## src/rtl/nn_pkg.sv

```systemverilog
// Shared definitions for the NN training datapath: sample width, the
// scheduler state encoding and the default watchdog limit.
package nn_pkg;

  localparam int DATA_W  = 16;
  localparam int TIMEOUT = 64;

  typedef enum logic [2:0] {
    S_IDLE,
    S_FETCH,
    S_LOAD,
    S_PULSE,
    S_WAIT,
    S_DONE
  } sched_state_t;

endpackage

```

## src/rtl/nn_sched_wdog.sv

```systemverilog
// Watchdog for the scheduler's WAIT state: a counter that is cleared on
// request, advances while enabled and flags when it reaches TIMEOUT-1.
module nn_sched_wdog
  #(parameter int TIMEOUT = nn_pkg::TIMEOUT)
  (
    input  logic clk,
    input  logic res,
    input  logic clr,
    input  logic en,
    output logic tc
  );

  import nn_pkg::*;

  localparam int CNT_W = (TIMEOUT > 1) ? $clog2(TIMEOUT) : 1;
  localparam logic [CNT_W-1:0] CNT_LAST = CNT_W'(TIMEOUT - 1);
  localparam logic [CNT_W-1:0] CNT_ONE  = CNT_W'(1);

  logic [CNT_W-1:0] cnt;

  // Count enabled cycles since the last clear, parking at the terminal value
  always_ff @(posedge clk) begin
    if (!res) begin
      cnt <= '0;
    end else if (clr) begin
      cnt <= '0;
    end else if (en && !tc) begin
      cnt <= cnt + CNT_ONE;
    end
  end

  assign tc = (cnt == CNT_LAST);

endmodule

```

## src/rtl/nn_train_sched.sv

```systemverilog
// Training-sequence controller for NN_CORE. Walks the sample store, loads
// each sample pair into the core, pulses update_coeff and waits for the
// core to finish, repeating for N_EPOCHS epochs under a watchdog.
module nn_train_sched
  #(parameter int N_SAMPLES = 4,
    parameter int ADDR_W    = 2,
    parameter int N_EPOCHS  = 10000,
    parameter int EPOCH_W   = 16,
    parameter int TIMEOUT   = nn_pkg::TIMEOUT,
    parameter int DATA_W    = nn_pkg::DATA_W)
  (
    input  logic               clk,
    input  logic               res,
    input  logic               start,
    input  logic               abort,
    output logic [ADDR_W-1:0]  smp_addr,
    input  logic [DATA_W-1:0]  smp_k1,
    input  logic [DATA_W-1:0]  smp_k2,
    output logic [DATA_W-1:0]  core_input_k_1,
    output logic [DATA_W-1:0]  core_input_k_2,
    output logic               core_update_coeff,
    input  logic               core_finish_updating,
    output logic               busy,
    output logic               done,
    output logic               err,
    output logic [EPOCH_W-1:0] epoch_cnt,
    output logic [ADDR_W-1:0]  sample_idx
  );

  import nn_pkg::*;

  localparam logic [ADDR_W-1:0]  LAST_IDX   = ADDR_W'(N_SAMPLES - 1);
  localparam logic [ADDR_W-1:0]  IDX_ONE    = ADDR_W'(1);
  localparam logic [EPOCH_W-1:0] EPOCH_LAST = EPOCH_W'(N_EPOCHS);
  localparam logic [EPOCH_W-1:0] EPOCH_ONE  = EPOCH_W'(1);

  sched_state_t       state;
  sched_state_t       state_nxt;
  logic [ADDR_W-1:0]  sample_idx_nxt;
  logic [ADDR_W-1:0]  smp_addr_nxt;
  logic [EPOCH_W-1:0] epoch_nxt;
  logic [DATA_W-1:0]  k1_nxt;
  logic [DATA_W-1:0]  k2_nxt;
  logic               err_nxt;
  logic               update_nxt;
  logic               busy_nxt;
  logic               done_nxt;
  logic               wdog_clr;
  logic               wdog_en;
  logic               wdog_tc;

  nn_sched_wdog #(.TIMEOUT(TIMEOUT)) u_wdog (
    .clk (clk),
    .res (res),
    .clr (wdog_clr),
    .en  (wdog_en),
    .tc  (wdog_tc)
  );

  // State and every output are registered; the outputs are decoded from the
  // next state so they line up with the state they describe.
  always_ff @(posedge clk) begin
    if (!res) begin
      state             <= S_IDLE;
      smp_addr          <= '0;
      core_input_k_1    <= '0;
      core_input_k_2    <= '0;
      core_update_coeff <= 1'b0;
      busy              <= 1'b0;
      done              <= 1'b0;
      err               <= 1'b0;
      epoch_cnt         <= '0;
      sample_idx        <= '0;
    end else begin
      state             <= state_nxt;
      smp_addr          <= smp_addr_nxt;
      core_input_k_1    <= k1_nxt;
      core_input_k_2    <= k2_nxt;
      core_update_coeff <= update_nxt;
      busy              <= busy_nxt;
      done              <= done_nxt;
      err               <= err_nxt;
      epoch_cnt         <= epoch_nxt;
      sample_idx        <= sample_idx_nxt;
    end
  end

  // Next-state, counter and output decode; abort outside IDLE freezes the
  // counters and sample registers and simply returns to IDLE.
  always_comb begin
    state_nxt      = state;
    sample_idx_nxt = sample_idx;
    epoch_nxt      = epoch_cnt;
    err_nxt        = err;
    k1_nxt         = core_input_k_1;
    k2_nxt         = core_input_k_2;
    wdog_clr       = 1'b0;
    wdog_en        = 1'b0;

    if (abort && (state != S_IDLE)) begin
      state_nxt = S_IDLE;
    end else begin
      case (state)
        S_IDLE: begin
          if (start && !abort) begin
            sample_idx_nxt = '0;
            epoch_nxt      = '0;
            err_nxt        = 1'b0;
            state_nxt      = S_FETCH;
          end
        end
        S_FETCH: begin
          state_nxt = S_LOAD;
        end
        S_LOAD: begin
          k1_nxt    = smp_k1;
          k2_nxt    = smp_k2;
          state_nxt = S_PULSE;
        end
        S_PULSE: begin
          wdog_clr  = 1'b1;
          state_nxt = S_WAIT;
        end
        S_WAIT: begin
          wdog_en = 1'b1;
          if (core_finish_updating) begin
            if (sample_idx == LAST_IDX) begin
              sample_idx_nxt = '0;
              epoch_nxt      = epoch_cnt + EPOCH_ONE;
            end else begin
              sample_idx_nxt = sample_idx + IDX_ONE;
            end
            state_nxt = (epoch_nxt == EPOCH_LAST) ? S_DONE : S_FETCH;
          end else if (wdog_tc) begin
            err_nxt   = 1'b1;
            state_nxt = S_IDLE;
          end
        end
        S_DONE: begin
          state_nxt = S_IDLE;
        end
        default: begin
          state_nxt = S_IDLE;
        end
      endcase
    end

    smp_addr_nxt = (state_nxt == S_FETCH) ? sample_idx_nxt : smp_addr;
    update_nxt   = (state_nxt == S_PULSE);
    busy_nxt     = (state_nxt != S_IDLE);
    done_nxt     = (state_nxt == S_DONE);
  end

endmodule

```

## config.mk

```make
export PLATFORM = sky130hd
export DESIGN_NAME = nn_train_sched
export DESIGN_NICKNAME = d
export VERILOG_FILES = /design/src/rtl/nn_pkg.sv /design/src/rtl/nn_sched_wdog.sv /design/src/rtl/nn_train_sched.sv
export SDC_FILE = /design/constraint.sdc
export NUM_CORES = 1
export LEC_CHECK = 0
export ABC_AREA = 1
export BUFFER_PORTS_ARGS = -buffer_cell sky130_fd_sc_hd__buf_4
export CORE_AREA = 2 2 93 68
export CTS_CLUSTER_DIAMETER = 100
export CTS_CLUSTER_SIZE = 16
export DETAILED_ROUTE_END_ITERATION = 12
export DIE_AREA = 0 0 95 70
export GPL_ROUTABILITY_DRIVEN = 0
export PLACE_DENSITY = 0.83
export SYNTH_ARGS = -nofsm -noshare
export SYNTH_HDL_FRONTEND = slang
export SYNTH_HIERARCHICAL = 1
export SYNTH_SLANG_ARGS = --single-unit
```

## constraint.sdc

```tcl
create_clock -name clk -period 5.68 [get_ports clk]
set_input_delay 0.852 -clock clk [delete_from_list [all_inputs] [get_ports clk]]
set_output_delay 0.852 -clock clk [all_outputs]
set_load 0.05 [all_outputs]
```

== Yosys cells after proc, flatten, opt, wreduce, memory -nomap -nowiden ==
Cells that the tools add are included.

* Memories kept: 0
* Latch bits: 0
* Logic and storage cells: 69
* Output and inout bits: 56
* Flip-flop bits (word level): 65
* Memory bits (writable): 0
* Memory bits (read-only): 0

* Shifts and indexed selects: 0
* Muxes and demuxes: 26
* Add/sub/neg operators: 3
* Div/mod/pow operators: 0
* Eq/ne operators: 14
* Reduce and logical (&&, ||, !) cells: 13
* Order comparisons: 0
* Bitwise operators: 2
* Multipliers: 0

{| class="wikitable"
|+ Operators by type and width
! operator !! count
|-
| 2-to-1 mux 16 bit || 6
|-
| case mux 16 bit (2 select lines) || 1
|-
| adder 16 x 1 -> 16 bit (second input constant) || 1
|-
| equality test 16 x 14 -> 1 bit (second input constant) || 1
|-
| 2-to-1 mux 3 bit || 5
|-
| case mux 3 bit (5 select lines) || 1
|-
| equality test 3 x 2 -> 1 bit (second input constant) || 3
|-
| 2-to-1 mux 2 bit || 4
|-
| 2-to-1 mux 1 bit || 7
|-
| adder 6 x 1 -> 6 bit (second input constant) || 1
|-
| equality test 3 x 1 -> 1 bit (second input constant) || 2
|-
| equality test 3 bit (second input constant) || 2
|-
| equality test 6 bit (second input constant) || 1
|-
| != test 2 bit (second input constant) || 3
|-
| nonzero test 3 bit || 2
|-
| AND reduction 5 bit || 1
|-
| case mux 2 bit (2 select lines) || 1
|-
| AND reduction 4 bit || 1
|-
| logical AND 1 bit || 3
|-
| logical NOT 3 bit || 1
|-
| adder 2 x 1 -> 2 bit (second input constant) || 1
|-
| equality test 2 bit (second input constant) || 1
|-
| logical NOT 1 bit || 2
|-
| != test 2 x 1 -> 1 bit (second input constant) || 1
|-
| 5 further kinds || 6
|}

== Depth between registers and ports, before layout ==
* Depth after elaboration: 11
* Gate-level depth with buffers: 18

== By module ==
Netlist, hierarchy kept.

{| class="wikitable"
|+ Modules (own cells, without submodules)
! module !! instances !! area each (um^2) !! cells each
|-
| nn_train_sched || 1 || 2703.8 || 392
|-
| nn_sched_wdog || 1 || 367.9 || 52
|}

== Least setup slack after synthesis ==
No wires, ideal clock.

* Path kind: register to register
* From: register sample_idx[1]
* To: register smp_addr[0]
* Arrival: 2.134 ns
* Period minus slack after synthesis: 2.243 ns
* Slack: 3.437 ns
* Stages on the path, launching flop included: 18
* Buffers on the path: 1
* Cell sequence: dfxtp_1 ha_1 buf_4 nand3_1 nor2_1 nand2_2 nor2_4 nand2_1 nand2_1 nand2_1 nor2_1 nand3_1 nand2_1 nand2_2 nand3_2 nand2_1 inv_1 nor2_2

* Longest elaborated chain between the ends: 11

{| class="wikitable"
|+ RTL lines
! what !! line !! RTL
|-
| start: declaration || nn_train_sched.sv:27 || <nowiki>output logic [ADDR_W-1:0] sample_idx</nowiki>
|-
| start signal: assignment || nn_train_sched.sv:84 || <nowiki>sample_idx <= sample_idx_nxt;</nowiki>
|-
| equality test 2 bit (*) || nn_train_sched.sv:127 || <nowiki>if (sample_idx == LAST_IDX) begin</nowiki>
|-
| 2-to-1 mux 16 bit || nn_train_sched.sv:127 ||
|-
| 2-to-1 mux 16 bit || nn_train_sched.sv:126 || <nowiki>if (core_finish_updating) begin</nowiki>
|-
| 2-to-1 mux 16 bit || nn_train_sched.sv:103 || <nowiki>case (state)</nowiki>
|-
| 2-to-1 mux 16 bit || nn_train_sched.sv:100 || <nowiki>if (abort && (state != S_IDLE)) begin</nowiki>
|-
| equality test 16 x 14 -> 1 bit || nn_train_sched.sv:133 || <nowiki>state_nxt = (epoch_nxt == EPOCH_LAST) ? S_DONE : S_FETCH;</nowiki>
|-
| 2-to-1 mux 3 bit || nn_train_sched.sv:133 ||
|-
| 2-to-1 mux 3 bit || nn_train_sched.sv:126 ||
|-
| case mux 3 bit (5 select lines) || nn_train_sched.sv:103 ||
|-
| 2-to-1 mux 3 bit || nn_train_sched.sv:100 ||
|-
| equality test 3 x 1 -> 1 bit || nn_train_sched.sv:148 || <nowiki>smp_addr_nxt = (state_nxt == S_FETCH) ? sample_idx_nxt : smp_addr;</nowiki>
|-
| end signal: assignment || nn_train_sched.sv:76 || <nowiki>smp_addr <= smp_addr_nxt;</nowiki>
|-
| end: declaration || nn_train_sched.sv:16 || <nowiki>output logic [ADDR_W-1:0] smp_addr,</nowiki>
|}

Every way passes the cells marked *; elsewhere a longest branch is shown, timed or not. The select of a mux whose other input is x is not followed.
A chain may end at the register's enable or synchronous reset.

== Final worst setup path ==
Ends and elaborated chain as after synthesis.

==> impl_metrics.json <==
{
  "min_period_ps": 2290,
  "fin_crit_sh_pct": 40.3,
  "worstSetupPathType": "reg -> reg",
  "cp-end-kind": "register",
  "ys.warnings.count": 6,
  "post-place-ws_ps": 3130,
  "worstMarginPinSlew_ps": 694,
  "place_hpwl_um": 5580,
  "grt_setup_unrepaired": "false",
  "synth-async-reset-ratio_pct": 0,
  "cp.required_ps": 5920,
  "cts_resized": 0,
  "hp-class": "reg -> reg",
  "nNetsFinal": 573,
  "avgSynthCellArea_um2": 6.92,
  "grt_pass1_wl_um": 13000,
  "power_per_cell_area_nw_per_um2": 260,
  "antenna_cells": 0,
  "drc": 0,
  "antenna_found_initial": 0,
  "routed_wl_um": 7980,
  "fin_skew_ps": 6.92,
  "p_leak_nw": 1.93,
  "layout-area-overhead-vs-synth_pct": 31.6,
  "synth-edff-count": 0,
  "crit_fanout": 10,
  "tritoncts": "yes",
  "via_count": 3162,
  "yosysSeqAreaShare_pct": 42.4,
  "overflow": 0,
  "io_buffers": 92,
  "synth.most_common_cell": "nor2_1",
  "cp_slowest_stage_delay_ps": 420,
  "met1_usage_pct": 31.0,
  "initial_utilization_pct": 51.9,
  "root_buffer": "clkbuf_8",
  "crit_chain": "ha_1 -> nand3_2 -> nor2_4 -> nand3_2 -> o21ai_1 -> nand2_1 -> nor2_1 -> nand3_1 -> nand2_1 -> nand2_2 -> nand3_2 -> nand2_1 -> inv_1 -> nor2_2",
  "yosys.cell_types.count": 32,
  "rows": 24,
  "status": "finished clean",
  "num_io_pins": 93,
  "grt_pass1_vias": 2928,
  "yosys_most_used_dff": "dfxtp_1",
  "worst_path_max_delay_cell": "ha_1",
  "postCtsHoldBufs": 0,
  "netlist_instances": 444,
  "maxCapViolCount": 0,
  "track_usage_pct": 24.8,
  "cts_max_path_buffers": 2,
  "finalSetupViolCount": 0,
  "maxSlewHeadroom_pct": 53.7,
  "wl_per_cell_um": 12.9,
  "cp.arrival_ps": 2530,
  "drt_iter0_drc": 187,
  "htreeDepth": 3,
  "vdd_drop_max_v": 0.000160,
  "clock_latency_ps": 340,
  "post_cts_buffers": 0,
  "multi_input_area_um2": 1530,
  "fillerInstances": 506,
  "ant_nets": 0,
  "grt_max_degree": 40,
  "clk_pin_slew_ps": 70,
  "synth.cells.most_frequent": "nor2_1, nand2_1, dfxtp_1",
  "drv_slew": 0,
  "syn_area_um2": 3070,
  "die_width_um": 95,
  "drive_above_1_share_pct": 25.1,
  "synth_seq_cells": 65,
  "synth_top_area_share_pct": 42.4,
  "synth_area_leader_cell": "dfxtp_1",
  "die-area_um2": 6650,
  "dr.pass1.iters": 5,
  "final-seq-area_um2": 1300,
  "hold_viol": 0,
  "worst_setup_path_start_kind": "register",
  "tns_ps": 0,
  "core-area_um2": 5920,
  "synth_nets": 484,
  "vias_per_cell": 5.13,
  "clock_sinks": 65,
  "die_h_um": 70,
  "grtUsageMet2_pct": 38.8,
  "cts_made_buffers": 9,
  "fmaxAchievable_mhz": 437,
  "gr-usage-met3_pct": 9.06,
  "grt_busiest_layer": "met2",
  "synth.area.top_cells": "dfxtp_1, nor2_1, nand2_1, o21ai_0, inv_1",
  "fin_ws_ps": 3390
}
cells in the final DEF, fill, tap and decap left out, types with 5 or more instances in the layout:
master	synthesis	layout
nand3_1	19	19
buf_4	1	93
o21ai_0	35	35
nand2_2	6	6
inv_1	41	41
o21ai_1	5	5
nand4_1	7	7
dfxtp_1	65	65
a21oi_1	17	17
nand3b_1	5	5
clkbuf_8	0	10
nand2_1	89	89
nand3_2	5	5
nor2_1	101	101
flip-flops by register name (all words and copies together), names as in the netlist:
name               cells
done                   1
core_update_coeff      1
core_input_k_2        16
u_wdog/cnt             6
busy                   1
err                    1
sample_idx             2
state                  3
smp_addr               2
core_input_k_1        16
epoch_cnt             16
layer usage:
layer | share of wire [%] | wire length (µm)
met5 | 0 | 0
met4 | 2.5 | 200
met3 | 8.4 | 668
met2 | 47 | 3710
met1 | 43 | 3390
final cells by class:
| class | instances | share of cell area, % |
|---|---|---|
| well taps | 78 | 2.41 |
| flip-flops and latches | 65 | 32.2 |
| multi-input cells | 318 | 37.8 |
| clock inverters | 5 | 2.54 |
| clock buffers | 11 | 3.50 |
| repair buffers | 93 | 17.3 |
| inverters | 46 | 4.27 |
logic make-up after synthesis:
family / count (synthesis) / share of synthesized area [%]
AOI/OAI and AO/OA: 66 / 11.4
xor gates and xnor gates: 4 / 1.39
and+or+nand+nor: 245 / 35.8
adders and majority gates: 3 / 1.22
buffers and inverters: 61 / 7.86
DFF: 65 / 42.4
power by group:
group	leakage [nW]	internal (W)	total (W)	switching, W
Clock	0.120	0.000303	0.000482	0.000179
Sequential	0.525	0.000464	0.000470	0.00000608
Combinational	1.28	0.0000365	0.000100	0.0000640
worst paths after layout:
path | from | to | slack (ps) | depth (start not counted)
worst max-delay path | sample_idx[1] | smp_addr[0] | 3390 | 14
worst min-delay path | core_input_k_1[11] | core_input_k_1[11] | 520 | 2
worst max register to register | sample_idx[1] | smp_addr[0] | 3390 | 14
worst min register to register | core_input_k_1[11] | core_input_k_1[11] | 520 | 2
worst max-delay path: cells and delay by family (launching register included):
family                   cells  cell delay (ps)
flip-flops                   1              400
AND/OR/NAND/NOR             11             1150
buffers and inverters        1               60
AO/OA/AOI/OAI                1              150
adder cells (fa/ha/maj)      1              420
through the flow:
step	instance area [µm²]	utilization [%]	power, W	instances	hold slack [ps]
floorplan	3070	-	0.000539	444	497
global placement	3800	64.2	0.000578	600	470
detailed placement	3800	64.2	0.000580	600	500
CTS	4040	68.3	0.00106	616	523
global route	4040	68.3	0.00109	616	556
finish	4040	68.3	0.00105	616	518
Note: power is estimated with default switching activity, not from simulation.
